<file path="src/rtl/pipelined_adder_if.sv">
// Handshake bundle for the pipelined add/subtract unit.
// The producer/consumer side uses the master modport, the adder uses slave.
interface pipelined_adder_if #(
    parameter int WIDTH = 16
) ();
    logic             in_valid;
    logic             in_ready;
    logic [WIDTH-1:0] A;
    logic [WIDTH-1:0] B;
    logic             sub;
    logic             out_valid;
    logic             out_ready;
    logic [WIDTH-1:0] Sum;
    logic             Ca;
    logic             Ovf;
    logic             Zero;

    modport master (
        output in_valid, A, B, sub, out_ready,
        input  in_ready, out_valid, Sum, Ca, Ovf, Zero
    );

    modport slave (
        input  in_valid, A, B, sub, out_ready,
        output in_ready, out_valid, Sum, Ca, Ovf, Zero
    );
endinterface

</file>
<file path="src/rtl/pipelined_adder.sv">
// Pipelined add/subtract unit: WIDTH bits split into SEG-bit segments, one
// segment per stage, carry rippling through a register between stages.
// Operand bits not yet consumed travel upward through a shrinking register;
// finished result bits accumulate in a growing register so everything lines
// up in the last stage. Stage k therefore only stores what it still needs.
module pipelined_adder #(
    parameter int WIDTH = 16,
    parameter int SEG   = 4
) (
    input  logic             clk,
    input  logic             rst_n,
    pipelined_adder_if.slave bus
);
    localparam int STAGES = WIDTH / SEG;

    // The whole pipe freezes only when a finished result is not taken.
    logic stall;

    assign stall        = bus.out_valid & ~bus.out_ready;
    assign bus.in_ready = ~stall;

    for (genvar gi = 0; gi < STAGES; gi++) begin : g_stage
        // Operand bits still to be added when entering this stage.
        localparam int OPW  = WIDTH - gi * SEG;
        // Result bits known after this stage.
        localparam int SUMW = (gi + 1) * SEG;

        logic [OPW-1:0]  a_in;
        logic [OPW-1:0]  b_in;
        logic            cin;
        logic            v_in;
        logic [SEG:0]    seg_total;
        logic [SUMW-1:0] sum_next;
        logic [SUMW-1:0] sum_reg;
        logic            carry_reg;
        logic            valid_reg;

        if (gi == 0) begin : g_first
            // Subtraction is A + ~B + 1: invert B here, the +1 is the carry-in.
            assign a_in     = bus.A;
            assign b_in     = bus.sub ? ~bus.B : bus.B;
            assign cin      = bus.sub;
            assign v_in     = bus.in_valid;
            assign sum_next = seg_total[SEG-1:0];
        end else begin : g_next
            assign a_in     = g_stage[gi-1].g_fwd.a_reg;
            assign b_in     = g_stage[gi-1].g_fwd.b_reg;
            assign cin      = g_stage[gi-1].carry_reg;
            assign v_in     = g_stage[gi-1].valid_reg;
            assign sum_next = {seg_total[SEG-1:0], g_stage[gi-1].sum_reg};
        end

        assign seg_total = {1'b0, a_in[SEG-1:0]} + {1'b0, b_in[SEG-1:0]}
                         + {{SEG{1'b0}}, cin};

        // Stage register: valid, carry and partial sum advance together.
        always_ff @(posedge clk or negedge rst_n) begin
            if (!rst_n) begin
                valid_reg <= 1'b0;
                carry_reg <= 1'b0;
                sum_reg   <= '0;
            end else if (!stall) begin
                valid_reg <= v_in;
                carry_reg <= seg_total[SEG];
                sum_reg   <= sum_next;
            end
        end

        if (gi < STAGES - 1) begin : g_fwd
            logic [OPW-SEG-1:0] a_reg;
            logic [OPW-SEG-1:0] b_reg;

            // Skew register: carry the not-yet-added operand segments upward.
            always_ff @(posedge clk or negedge rst_n) begin
                if (!rst_n) begin
                    a_reg <= '0;
                    b_reg <= '0;
                end else if (!stall) begin
                    a_reg <= a_in[OPW-1:SEG];
                    b_reg <= b_in[OPW-1:SEG];
                end
            end
        end

        if (gi == STAGES - 1) begin : g_last
            logic msb_cin;
            logic ovf_reg;
            logic zero_reg;

            // Carry into the MSB recovered from the MSB sum bit itself.
            assign msb_cin = a_in[SEG-1] ^ b_in[SEG-1] ^ seg_total[SEG-1];

            // Flags are captured with the final sum so they stay with their item.
            always_ff @(posedge clk or negedge rst_n) begin
                if (!rst_n) begin
                    ovf_reg  <= 1'b0;
                    zero_reg <= 1'b0;
                end else if (!stall) begin
                    ovf_reg  <= msb_cin ^ seg_total[SEG];
                    zero_reg <= (sum_next == '0);
                end
            end

            assign bus.out_valid = valid_reg;
            assign bus.Sum       = sum_reg;
            assign bus.Ca        = carry_reg;
            assign bus.Ovf       = ovf_reg;
            assign bus.Zero      = zero_reg;
        end
    end
endmodule

</file>
<file path="src/flat_wrapper.sv">
// flat-port wrapper written by rule: the top's interface ports become plain ports
module pipelined_adder_flat 
#(
    parameter int WIDTH = 16,
    parameter int SEG   = 4
)
  (clk, rst_n, bus_in_valid, bus_A, bus_B, bus_sub, bus_out_ready, bus_in_ready, bus_out_valid, bus_Sum, bus_Ca, bus_Ovf, bus_Zero);
  pipelined_adder_if #(.WIDTH(WIDTH)) bus_i ();
  input  logic clk;
  input  logic rst_n;
  input wire logic [$bits(bus_i.in_valid)-1:0] bus_in_valid;
  input wire logic [$bits(bus_i.A)-1:0] bus_A;
  input wire logic [$bits(bus_i.B)-1:0] bus_B;
  input wire logic [$bits(bus_i.sub)-1:0] bus_sub;
  input wire logic [$bits(bus_i.out_ready)-1:0] bus_out_ready;
  output wire logic [$bits(bus_i.in_ready)-1:0] bus_in_ready;
  output wire logic [$bits(bus_i.out_valid)-1:0] bus_out_valid;
  output wire logic [$bits(bus_i.Sum)-1:0] bus_Sum;
  output wire logic [$bits(bus_i.Ca)-1:0] bus_Ca;
  output wire logic [$bits(bus_i.Ovf)-1:0] bus_Ovf;
  output wire logic [$bits(bus_i.Zero)-1:0] bus_Zero;
  assign bus_i.in_valid = bus_in_valid;
  assign bus_i.A = bus_A;
  assign bus_i.B = bus_B;
  assign bus_i.sub = bus_sub;
  assign bus_i.out_ready = bus_out_ready;
  assign bus_in_ready = bus_i.in_ready;
  assign bus_out_valid = bus_i.out_valid;
  assign bus_Sum = bus_i.Sum;
  assign bus_Ca = bus_i.Ca;
  assign bus_Ovf = bus_i.Ovf;
  assign bus_Zero = bus_i.Zero;
  pipelined_adder #(.WIDTH(WIDTH), .SEG(SEG)) u_core (.clk(clk), .rst_n(rst_n), .bus(bus_i));
endmodule
</file>
<file path="config.mk">
export PLATFORM = sky130hd
export DESIGN_NAME = pipelined_adder_flat
export DESIGN_NICKNAME = d
export VERILOG_FILES = /design/src/rtl/pipelined_adder_if.sv /design/src/rtl/pipelined_adder.sv /design/src/flat_wrapper.sv
export SDC_FILE = /design/constraint.sdc
export NUM_CORES = 1
export LEC_CHECK = 0
export ABC_AREA = 1
export CORE_MARGIN = 2
export CORE_UTILIZATION = 55
export CTS_BUF_LIST = sky130_fd_sc_hd__clkbuf_8 sky130_fd_sc_hd__clkbuf_16
export CTS_CLUSTER_SIZE = 30
export DETAILED_ROUTE_END_ITERATION = 10
export PLACE_DENSITY = 0.85
export SLEW_MARGIN = 20
export SYNTH_ARGS = -nofsm -noshare
export SYNTH_HDL_FRONTEND = slang
export SYNTH_SLANG_ARGS = --single-unit
</file>
<file path="constraint.sdc">
create_clock -name clk -period 2.15 [get_ports clk]
set_clock_uncertainty 0.05 [all_clocks]
set_input_delay 0.3225 -clock clk [delete_from_list [all_inputs] [get_ports clk]]
set_output_delay 0.3225 -clock clk [all_outputs]
set_load 0.01 [all_outputs]
</file>
==> run summary <==
Clock power frac = 0.174
Placed insts = 632
Max Clock Freq = 507.1 MHz
Die width = 93.56 um
Total wire length = 8.258 mm
Worst Path Class, Setup = register to register
Sw Ratio = 0.3681
Fin Setup TNS = 0 ns
WL/cell = 12.76 um
FFs w/ async S/R, synth = 1.000
Max Transition Viols Final = 0
Row count = 32
Cell mode on critical path = fa_1
Sw Pwr = 0.002656 W
I/O pins = 58
Violation count after the first detailed-route iteration = 259
Antenna Nets Post-Route = 0
Final setup viols = 0
Post-Synthesis Cell Area = 4412 sq um
TritonCTS buffer count = 9
Worst path cell trace = fa_1, fa_1, inv_1, nand2_1, nor2_1, nand3_1, o21ai_0
Final Cell Area = 5286 sq um
Layout net count = 598
CTS tree = done
First-pass GRT wire length = 14.43 mm
Placeable Area = 7767 sq um
H-tree levels = 3
Final core utilization = 0.6806
Top FF cell, synth = dfrtp_1
RSZ-0062 raised after global routing = no
CTS Buffer Depth = 2
Peak VDD IR = 0.5509 mV
#FFs+latches synth = 98
Setup Fix Bufs, Post-CTS = 0
Crit path time final = 1.972 ns
Critical Path RT = 2.38 ns
Gr usage total = 0.2119
Syn Nets = 541
Largest net degree at the start of global routing = 48
Resize count post-CTS = 0
Lkg Pwr = 2.582 nW
R2r setup slk = 0.18 ns
Antenna violations before repair = 0
Hold_buf cts = 1
EDFF count, synth = 0
CP Capture Type = register
# DRC = 0
Drt pass-1 iters = 4
PD cells = 1365 nW/um^2
Worst EP arrival = 2.20 ns
Gpl congestion = 0.8187
Status = completed
Synth top area share = 0.5559
Die Area = 8753 sq um
# clock sinks = 98
Sequential Power Share = 0.429
Port buffer count = 57
Synth area leader = dfrtp_1
Synth Warn # = 0
Critical-path top delay cell = fa_1
Top cells by area, synth = dfrtp_1 (56%), nand2_1 (14%), o21ai_0 (5.3%)
Worst skew pair latency = 0.36 ns
Share of cells above drive strength 1 = 0.04954
Cell with the most instances after synthesis = nand2_1
Vias in the first global route = 3,214
Worst Tran Pin Value = 0.4286 ns
Worst min path class = input port to asynchronous set/reset pin
Initial Util = 0.5680
Max cap viols = 0
Syn Area/Cell = 9.096 sq um
Seq/Total Area, Yosys = 0.5559
DR vias/cell = 5.113
Vias post-DR = 3,308
Rel. slew slack = 0.7143
Finished Layout Cells = 647
Gate Count Post-Synth = 485
Crit path max fanout = 2
Tcrit/Tclk final = 0.9172
CTS Root Cell = clkbuf_8
Final Hold Fails = 0
Reg clk slew, reported paths = 0.08 ns
Total grt overflow = 0
Count of cell types in the netlist = 25
Part of the power in combinational logic = 0.398
Placed instance area = 5070 sq um
Area growth from synthesis to layout = 19.82%
Post-DP HPWL = 5.794 mm
Startpoint types = register
Internal power = 0.004559 W
Filler cells = 618
Crit-path max cell delay = 0.48 ns
Die Height = 93.56 um
Diodes inserted = 0
Top cells by count, synth = nand2_1 (159), dfrtp_1 (98), inv_1 (50)
==> per-layer routing <==
| layer | GRT usage | part of all wire | vias up | wire length [um] |
|---|---|---|---|---|
| met1 | 0.2822 | 0.45 | 1576 | 3697 |
| met4 | 0.08696 | 0.020 | 0 | 163 |
| met5 | 0 | 0 | - | 0 |
| li1 | - | - | 1632 | - |
| met2 | 0.3489 | 0.49 | 85 | 4058 |
| met3 | 0.03465 | 0.041 | 15 | 338 |
==> metrics by stage <==
stage	power, W	setup slack [ns]	hold WS (ns)
finish	0.007215	0.1779	0.3908
global placement	0.005742	0.1200	0.2357
floorplan	0.004942	0.3766	-0.02309
CTS	0.007243	0.1707	0.3847
global route	0.007830	0.06577	0.4277
detailed placement	0.005945	-0.03325	0.2343
==> critical path, delay by kind of cell, from the launching register on <==
family	cells	cell delay [ns]
flops	1	0.42
simple gates	3	0.25
buf+inv	1	0.09
fa+ha+maj	2	0.93
compound gates	1	0.15
==> cells in the final DEF (no fill, tap or decap), drive strengths merged <==
cell type      count
dlygate4sd3        1
a31oi              2
nand3             12
nor3               2
nor2              21
dfrtp             98
o21a               1
clkbuf            10
ha                12
inv               53
buf               11
nand2            160
clkinv             1
xnor2             13
clkdlybuf4s50     56
bufinv             2
a21oi              7
nand4              1
o21ai             70
fa                 7
xor2               3
o22ai              2
==> kinds of logic after synthesis <==
family          share of synthesized area
simple gates                       0.1730
flops                              0.5559
compound gates                    0.09472
buf+inv                           0.07884
fa+ha+maj                         0.06580
xor+xnor                          0.03177
==> worst paths after layout <==
path	cells after the start	end	start
max	7	u_core.bus.Zero$_DFFE_PN0N_	u_core.g_stage[2].g_fwd.b_reg[0]$_DFFE_PN0N_
max in group asynchronous	3	u_core.g_stage[0].g_fwd.b_reg[1]$_DFFE_PN0N_	rst_n
min	2	u_core.g_stage[1].sum_reg[0]$_DFFE_PN0N_	rst_n
min reg2reg	2	u_core.bus.out_valid$_DFFE_PN0N_	u_core.g_stage[2].valid_reg$_DFFE_PN0N_
min in group clk	2	u_core.bus.out_valid$_DFFE_PN0N_	u_core.g_stage[2].valid_reg$_DFFE_PN0N_
max reg2reg	7	u_core.bus.Zero$_DFFE_PN0N_	u_core.g_stage[2].g_fwd.b_reg[0]$_DFFE_PN0N_
==> cell type report <==
cell class | instances | area [sq um] | area share
clock inverters | 4 | 68.82 | 0.01302
flip-flops and latches | 98 | 2452 | 0.4639
repair buffers | 68 | 690.7 | 0.1307
well taps | 102 | 127.6 | 0.02414
clock buffers | 10 | 137.6 | 0.02604
multi-input cells | 313 | 1612 | 0.3049
inverters | 52 | 197.7 | 0.03740
==> power by group through the flow <==
stage | sequential [W] | combinational, W | clock [W]
after floorplan | 0.00311 | 0.00184 | 0
after global placement | 0.00308 | 0.00266 | 0
after detailed placement | 0.00312 | 0.00283 | 0
after CTS | 0.00309 | 0.00288 | 0.00127
after global routing | 0.00319 | 0.00328 | 0.00136
final | 0.00309 | 0.00287 | 0.00125
Note: power is estimated with default switching activity, not from simulation.
